===== config.mk =====
export PLATFORM = sky130hd
export DESIGN_NAME = bus_arbiter
export DESIGN_NICKNAME = d
export VERILOG_FILES = /design/src/rtl/bus_arbiter.sv
export SDC_FILE = /design/constraint.sdc
export NUM_CORES = 1
export LEC_CHECK = 0
export ABC_AREA = 1
export CORE_AREA = 2 2 110 112
export CTS_CLUSTER_SIZE = 25
export DETAILED_ROUTE_END_ITERATION = 8
export DIE_AREA = 0 0 112 114
export DONT_BUFFER_PORTS = 1
export GPL_ROUTABILITY_DRIVEN = 0
export GPL_TIMING_DRIVEN = 0
export PLACE_DENSITY = 0.63
export SETUP_SLACK_MARGIN = 0.05
export SLEW_MARGIN = 20
export SYNTH_ARGS = -nofsm -noshare
export SYNTH_HDL_FRONTEND = slang
export SYNTH_SLANG_ARGS = --single-unit

===== constraint.sdc =====
create_clock -name clk -period 1.85 [get_ports clk]
set_input_delay 0.0925 -clock clk [delete_from_list [all_inputs] [get_ports clk]]
set_output_delay 0.0925 -clock clk [all_outputs]
set_load 0.02 [all_outputs]

===== src/rtl/bus_arbiter.sv =====
// Round-robin arbiter sharing one req/gnt bus slave between NUM_MASTERS masters.
// The owner's request is registered onto the slave side; completion or timeout returns a one-cycle gnt.
module bus_arbiter #(
    parameter int NUM_MASTERS = 4,
    parameter int ADDR_W      = 8,
    parameter int DATA_W      = 32,
    parameter int TIMEOUT     = 16
) (
    input  logic                           clk,
    input  logic                           rst,
    input  logic [NUM_MASTERS-1:0]         m_req,
    input  logic [NUM_MASTERS-1:0]         m_wr_en,
    input  logic [NUM_MASTERS*ADDR_W-1:0]  m_addr,
    input  logic [NUM_MASTERS*DATA_W-1:0]  m_wdata,
    output logic [NUM_MASTERS-1:0]         m_gnt,
    output logic [DATA_W-1:0]              m_rdata,
    output logic                           m_err,
    output logic                           s_req,
    output logic                           s_wr_en,
    output logic [ADDR_W-1:0]              s_addr,
    output logic [DATA_W-1:0]              s_wdata,
    input  logic                           s_gnt,
    input  logic [DATA_W-1:0]              s_rdata,
    output logic                           busy,
    output logic [$clog2(NUM_MASTERS)-1:0] owner
);

    localparam int IDX_W = $clog2(NUM_MASTERS);
    localparam int CNT_W = (TIMEOUT > 1) ? $clog2(TIMEOUT) : 1;

    typedef enum logic [1:0] {IDLE, ACCESS, RESP, RELEASE} state_t;

    state_t                   r_state, w_state_nxt;
    logic [IDX_W-1:0]         r_ptr, w_ptr_nxt;
    logic [IDX_W-1:0]         r_owner, w_owner_nxt;
    logic [CNT_W-1:0]         r_cnt, w_cnt_nxt;
    logic [NUM_MASTERS-1:0]   r_m_gnt, w_m_gnt_nxt;
    logic [DATA_W-1:0]        r_m_rdata, w_m_rdata_nxt;
    logic                     r_m_err, w_m_err_nxt;
    logic                     r_s_req, w_s_req_nxt;
    logic                     r_s_wr_en, w_s_wr_en_nxt;
    logic [ADDR_W-1:0]        r_s_addr, w_s_addr_nxt;
    logic [DATA_W-1:0]        r_s_wdata, w_s_wdata_nxt;
    logic                     r_busy;
    logic [IDX_W-1:0]         w_winner;
    logic                     w_found;
    logic                     w_timeout;

    // Winner is the first requester at or after the registered pointer, wrapping.
    always_comb begin
        // NOTE: every always_comb output gets a default first so no path can infer a latch.
        w_found  = 1'b0;
        w_winner = '0;
        for (int k = 0; k < NUM_MASTERS; k++) begin
            if (!w_found && m_req[(int'(r_ptr) + k) % NUM_MASTERS]) begin
                w_found  = 1'b1;
                w_winner = IDX_W'((int'(r_ptr) + k) % NUM_MASTERS);
            end
        end
    end

    assign w_timeout = (TIMEOUT != 0) && (r_cnt == CNT_W'(TIMEOUT - 1));

    // NOTE: sequential state uses non-blocking assignments so all registers see pre-edge values.
    always_ff @(posedge clk) begin
        if (rst) r_state <= IDLE;
        else     r_state <= w_state_nxt;
    end

    always_comb begin
        w_state_nxt = r_state;
        case (r_state)
            IDLE:    if (w_found) w_state_nxt = ACCESS;
            ACCESS:  if (s_gnt || w_timeout) w_state_nxt = RESP;
            RESP:    w_state_nxt = RELEASE;
            RELEASE: if (!m_req[r_owner]) w_state_nxt = IDLE;
            default: w_state_nxt = IDLE;
        endcase
    end

    always_comb begin
        w_ptr_nxt     = r_ptr;
        w_owner_nxt   = r_owner;
        w_cnt_nxt     = r_cnt;
        w_m_gnt_nxt   = '0;
        w_m_rdata_nxt = r_m_rdata;
        w_m_err_nxt   = 1'b0;
        w_s_req_nxt   = r_s_req;
        w_s_wr_en_nxt = r_s_wr_en;
        w_s_addr_nxt  = r_s_addr;
        w_s_wdata_nxt = r_s_wdata;
        case (r_state)
            IDLE: if (w_found) begin
                w_owner_nxt   = w_winner;
                w_ptr_nxt     = (w_winner == IDX_W'(NUM_MASTERS - 1)) ? '0 : w_winner + IDX_W'(1);
                w_cnt_nxt     = '0;
                w_s_req_nxt   = 1'b1;
                w_s_wr_en_nxt = m_wr_en[w_winner];
                w_s_addr_nxt  = m_addr[w_winner*ADDR_W +: ADDR_W];
                w_s_wdata_nxt = m_wdata[w_winner*DATA_W +: DATA_W];
            end
            ACCESS: begin
                // A slave grant wins over an expiring timeout in the same cycle.
                if (s_gnt) begin
                    w_m_gnt_nxt   = NUM_MASTERS'(1) << r_owner;
                    w_m_rdata_nxt = s_rdata;
                    w_s_req_nxt   = 1'b0;
                    w_s_wr_en_nxt = 1'b0;
                end else if (w_timeout) begin
                    w_m_gnt_nxt   = NUM_MASTERS'(1) << r_owner;
                    w_m_err_nxt   = 1'b1;
                    w_m_rdata_nxt = '0;
                    w_s_req_nxt   = 1'b0;
                    w_s_wr_en_nxt = 1'b0;
                end else begin
                    w_cnt_nxt = r_cnt + CNT_W'(1);
                end
            end
            default: ;
        endcase
    end

    always_ff @(posedge clk) begin
        if (rst) begin
            r_ptr     <= '0;
            r_owner   <= '0;
            r_cnt     <= '0;
            r_m_gnt   <= '0;
            r_m_rdata <= '0;
            r_m_err   <= 1'b0;
            r_s_req   <= 1'b0;
            r_s_wr_en <= 1'b0;
            r_s_addr  <= '0;
            r_s_wdata <= '0;
            r_busy    <= 1'b0;
        end else begin
            r_ptr     <= w_ptr_nxt;
            r_owner   <= w_owner_nxt;
            r_cnt     <= w_cnt_nxt;
            r_m_gnt   <= w_m_gnt_nxt;
            r_m_rdata <= w_m_rdata_nxt;
            r_m_err   <= w_m_err_nxt;
            r_s_req   <= w_s_req_nxt;
            r_s_wr_en <= w_s_wr_en_nxt;
            r_s_addr  <= w_s_addr_nxt;
            r_s_wdata <= w_s_wdata_nxt;
            r_busy    <= (w_state_nxt != IDLE);
        end
    end

    assign m_gnt   = r_m_gnt;
    assign m_rdata = r_m_rdata;
    assign m_err   = r_m_err;
    assign s_req   = r_s_req;
    assign s_wr_en = r_s_wr_en;
    assign s_addr  = r_s_addr;
    assign s_wdata = r_s_wdata;
    assign busy    = r_busy;
    assign owner   = r_owner;

endmodule

# Word-level counts from Yosys, hierarchy flattened
# Index checks and enable logic that the tools add are counted.
# word_totals
reg_bits,90
output_inout_bits,82
wordCells,102
# classes
addsub,5
order_cmp,6
n_eq_ne,9
n_shift,3
mux,43
n_bitwise,4
n_reduce_logical,20
# ops
operator,count
$shiftx 128x8->32,1
$mux 32,2
$shiftx 32x6->8,1
$mux 4,5
$mux 1,18
$mux 2,8
$bmux 1 s2,6
$lt 3x4->1 const B,3
$lt 2x3->1 const B,3
$pmux 2 s4,1
$pmux 4 s2,1
$reduce_or 2->1,4
$eq 2x2->1 const B,3
$ne 2x2->1 const B,3
$reduce_bool 2->1,3
$add 2x1->2 const B,2
$add 2x2->2 const B,2
$add 4x1->4 const B,1
$eq 4x4->1 const B,1
$pmux 1 s2,2
$reduce_and 2->1,2
$reduce_and 4->1,1
$shl 1x2->4 const A,1
$and 1x1->1 const A,3
other kinds (9),13

# Logic depth before layout (Yosys ltp)
# logic_depth
ltp_word,18
depth_mapped,16
depth_no_buf,15

# Worst setup path after synthesis
# Ideal clock, no wire load.
# synth_path
path_type,flip-flop to flip-flop
from,register r_ptr[0]
to,"register r_s_addr[5], in the netlist s_addr[5]"
arrival_ns,1.709
required_ns,1.736
setup_slack_ns,0.027
stages_incl_launch_ff,15
n_path_buf,3
synth_period_minus_slack_ns,1.823
path_cell_list,dfxtp_1 -> buf_4 -> nand2_2 -> nand3_1 -> nand2_2 -> nor2_4 -> nand3_2 -> nand2_4 -> nand2_4 -> buf_4 -> buf_2 -> nand2_1 -> nand3_1 -> nand3_1 -> nand2_1
# synth_via
elab_chain_cells,13
elab_cells_between_ends,30
cone_classes,add/sub: 3; shift: 1; mux: 19; reduce/logical: 7
# synth_rtl
element,line_no,source
start: declaration,34,"logic [IDX_W-1:0] r_ptr, w_ptr_nxt;"
start signal: assignment,137,r_ptr <= w_ptr_nxt;
$add 2x1->2 / $bmux 1 s2 (equally long branches),"55, 57",
$bmux 1 s2 / $mux 1 (equally long branches),55,if (!w_found && m_req[(int'(r_ptr) + k) % NUM_MASTERS]) begin
$mux 1 (implied by the code),55,
$mux 1 (implied by the code) / $logic_not 1->1 (equally long branches),55,
$logic_and 1x1->1,55,
$mux 1,55,
$logic_not 1->1,55,
$logic_and 1x1->1,55,
$mux 1,55,
$logic_not 1->1,55,
$logic_and 1x1->1,55,
$mux 2 / $mux 1 (equally long branches),55,
$shiftx 32x6->8 / $reduce_and 2->1 (equally long branches),--,
end signal: assignment,145,r_s_addr <= w_s_addr_nxt;
end: declaration,42,"logic [ADDR_W-1:0] r_s_addr, w_s_addr_nxt;"
# Parallel ways exist; a longest one is shown, timed or not. The select of a mux whose other input is x is not followed.
# A chain may end at the register's enable or synchronous reset.

# Worst setup path in the final report
# layout_path
from,register r_ptr[0]
to,"register r_s_wdata[9], in the netlist s_wdata[9]"
# layout_via
elab_chain_cells,13
elab_cells_between_ends,30
cone_classes,add/sub: 3; shift: 1; mux: 19; reduce/logical: 7
# layout_rtl
element,line_no,source
$add 2x1->2 / $bmux 1 s2 (equally long branches),"55, 57",
$bmux 1 s2 / $mux 1 (equally long branches),55,
$mux 1 (implied by the code),55,
$mux 1 (implied by the code) / $logic_not 1->1 (equally long branches),55,
$logic_and 1x1->1,55,
$mux 1,55,
$logic_not 1->1,55,
$logic_and 1x1->1,55,
$mux 1,55,
$logic_not 1->1,55,
$logic_and 1x1->1,55,
$mux 2 / $mux 1 (equally long branches),55,
$shiftx 128x8->32 / $reduce_and 2->1 (equally long branches),--,
end signal: assignment,146,r_s_wdata <= w_s_wdata_nxt;
end: declaration,43,"logic [DATA_W-1:0] r_s_wdata, w_s_wdata_nxt;"
# Parallel ways exist; a longest one is shown, timed or not. The select of a mux whose other input is x is not followed.

==> impl_metrics.toml <==
[sta]
setup_viol = 51
hold_viol = 0
fin_ws_ns = -0.188
fin_setup_tns_ns = -6.31
post-route-min-period_ns = 2.04
maxSlewHeadroom_pct = 59.7
drv_slew = 0
fin_skew_ns = 0.00538
max_slew.worst_pin.slew_ns = 0.604
clock.fmax_mhz = 491
fin_crit_sh_pct = 110
rsz0062_at_grt = "yes"

[layout]
syn_to_final_growth_pct = 49.9
final_area_um2 = 7220
n_antenna_cell = 0
nets = 1151
mostFrequentLayoutCells = "nand2_1, dlygate4sd3_1, dfxtp_1"
drive_above_1_share_pct = 16.7
final_common_cell = "nand2_1"

[floorplan]
core_area_um2 = 11700
io_pins = 285
die_area_um2 = 12800
rows = 40
die_w_um = 112
initial_core_util_pct = 41.1
die_y_um = 114

[synth]
avgSynthCellArea_um2 = 6.09
async_flop_share_pct = 0
yosys_warnings = 0
ys_seq_elements = 90
netlist_instances = 791
synth.area.top_cells = "dfxtp_1, nand2_1, nand3_1, a21oi_1, nor2_1"
synth.top_cell.area_share_pct = 37.4
synth.distinct_cells = 31
netlist_area_um2 = 4820
synth_edf_count = 0
yosys_most_used_dff = "dfxtp_1"
yosys.area.top_type = "dfxtp_1"
synth_nets = 995
ys_seq_area_share_pct = 37.4

[job]
cap_violations = 0

[routing]
drt_first_pass_iters = 5
drt-total-wl_um = 19200
drt-initial-drc-count = 366
viasPerCell = 5.36
vias = 5881
final_antenna_net_count = 0
drcViolationCount = 0
drt-wirelength-per-cell_um = 17.5

[pwr]
power.total_w = 0.0147
p_per_area_nw_per_um2 = 2030
power_leakage_nw = 3.31
peakVddDrop_v = 0.00147

[clock_network]
cts_tree = "yes"
cts_root_buf = "clkbuf_16"
numCtsBuffers = 9
htree_levels = 3
cts.path.max_buffers = 2
clock-sinks = 90
clk_latency_ns = 0.35
clk_pin_slew_ns = 0.07

[placement]
portBuffers = 0
pre_cts_ws_ns = -0.548
placed_cell_area_um2 = 5010
dp_hpwl_um = 12800

[grt]
track_usage_pct = 28.2
antenna_found_initial = 0
grt_pass1_wl_um = 28600
grt_max_degree = 17
gr-total-overflow = 0
grt_pass1_vias = 5750

[worst_setup_path]
critPathTopFamily = "simple AND/OR/NAND/NOR gates"
startpoint_type = "register"
crit_fanout = 10
worstPathArrival_ns = 2.29
crit_start = "r_ptr[0]"
endpoint_kind = "register"
cpMostUsedCell = "nand3_1"
crit_chain = "buf_6 -> nand2_4 -> nand3_1 -> nand2_2 -> a21oi_2 -> nand2_2 -> nand2_4 -> inv_4 -> bufbuf_16 -> buf_8 -> nand2_1 -> nand3_1 -> nand3_1 -> nand2_1"
cpMaxStageDelayCell = "dfxtp_4"
critPathMaxStageDelay_ns = 0.38
rr_startpoint = "r_ptr[0]"
cp.buffers_inverters = 4
required_ns = 2.10
critPathKind = "reg2reg"

[min_path]
hold_path_class = "in2reg"
worstHoldStart = "m_wdata[31]"

[run_status]
status = "finished with violations"
violations = "setup timing"
logic make-up (layout without fill, tap and decap cells):
| kind of cell | Yosys count | count (layout) | share of synthesized area [%] |
|---|---|---|---|
| and+or+nand+nor | 532 | 532 | 45.1 |
| xor gates and xnor gates | 1 | 1 | 0.182 |
| AOI/OAI and AO/OA | 82 | 83 | 8.99 |
| buffers and inverters | 85 | 244 | 8.08 |
| adders and majority gates | 1 | 1 | 0.260 |
| DFF | 90 | 90 | 37.4 |
where the power goes:
group	total [W]	leakage, nW	internal (W)	switching (W)
Sequential	0.00339	0.741	0.00246	0.000925
Combinational	0.00953	2.43	0.00407	0.00546
Clock	0.00177	0.138	0.000926	0.000842
Total	0.0147	3.31	0.00746	0.00722
worst register-to-register path, cell delays in order (launching register included):
cell	delay, ns
dfxtp_4	0.38
buf_6	0.14
nand2_4	0.06
nand3_1	0.12
nand2_2	0.10
a21oi_2	0.17
nand2_2	0.11
nand2_4	0.11
inv_4	0.05
bufbuf_16	0.26
buf_8	0.14
nand2_1	0.06
nand3_1	0.10
nand3_1	0.10
nand2_1	0.05
state kept, by name (all words and copies together) (netlist names), 2 cells and up:
register and count:
m_gnt 4, s_addr 8, owner 2, s_wdata 32, m_rdata 32, r_state 2
r_ptr 2, r_cnt 4
area by class of cell:
type	count	area [um^2]
flip-flops and latches	90	1810
clock inverters	6	51.3
multi-input cells	617	2900
inverters	41	171
well taps	147	184
repair buffers	144	1460
plain buffers	44	422
clock buffers	9	225
fillers	1025	4490
metrics by stage:
stage               hold WS (ns)  instances  utilization, %
floorplan                  0.172        791               -
global placement           0.181        938            42.7
detailed placement         0.181        938            42.7
CTS                     0.000125       1087            59.1
global route              0.0217       1098            61.7
finish                   0.00236       1098            61.7
per-layer routing:
layer / wire length, um / up-vias / track usage [%] / share of wire, %
li1: - / 2814 / - / -
met1: 7360 / 2699 / 32.1 / 38
met2: 9650 / 328 / 49.9 / 50
met3: 1730 / 40 / 7.65 / 9.0
met4: 465 / 0 / 12.4 / 2.4
met5: 0 / - / 0 / 0
worst paths after layout:
check,to,slack (ns),cells after the start
worst max register to register,s_wdata[9],-0.19,14
worst min-delay path,s_wdata[31],0.002,4
worst max-delay path,s_wdata[9],-0.19,14
worst min register to register,r_cnt[2],0.52,2
Yosys cell counts (3+ instances only):
cell type	n
buf_2	14
dfxtp_1	90
a31oi_1	3
nor3_1	3
inv_2	4
a21oi_2	3
nor2_1	74
inv_1	35
nand2_2	6
a21oi_1	69
clkbuf_1	19
nand2_1	363
nand3_2	3
buf_4	4
buf_6	5
nand3_1	73
nor4_1	3
timing repair:
action | in CTS | in global routing
buffers inserted | 18 | 8
gates cloned | 3 | 3
endpoints found under the setup margin | 59 | 79
gates resized for setup | 99 | 55
hold buffers | 113 | 0
endpoints found under the hold margin | 60 | 0
pin swaps | 13 | 6
(Power assumes the default switching activity.)
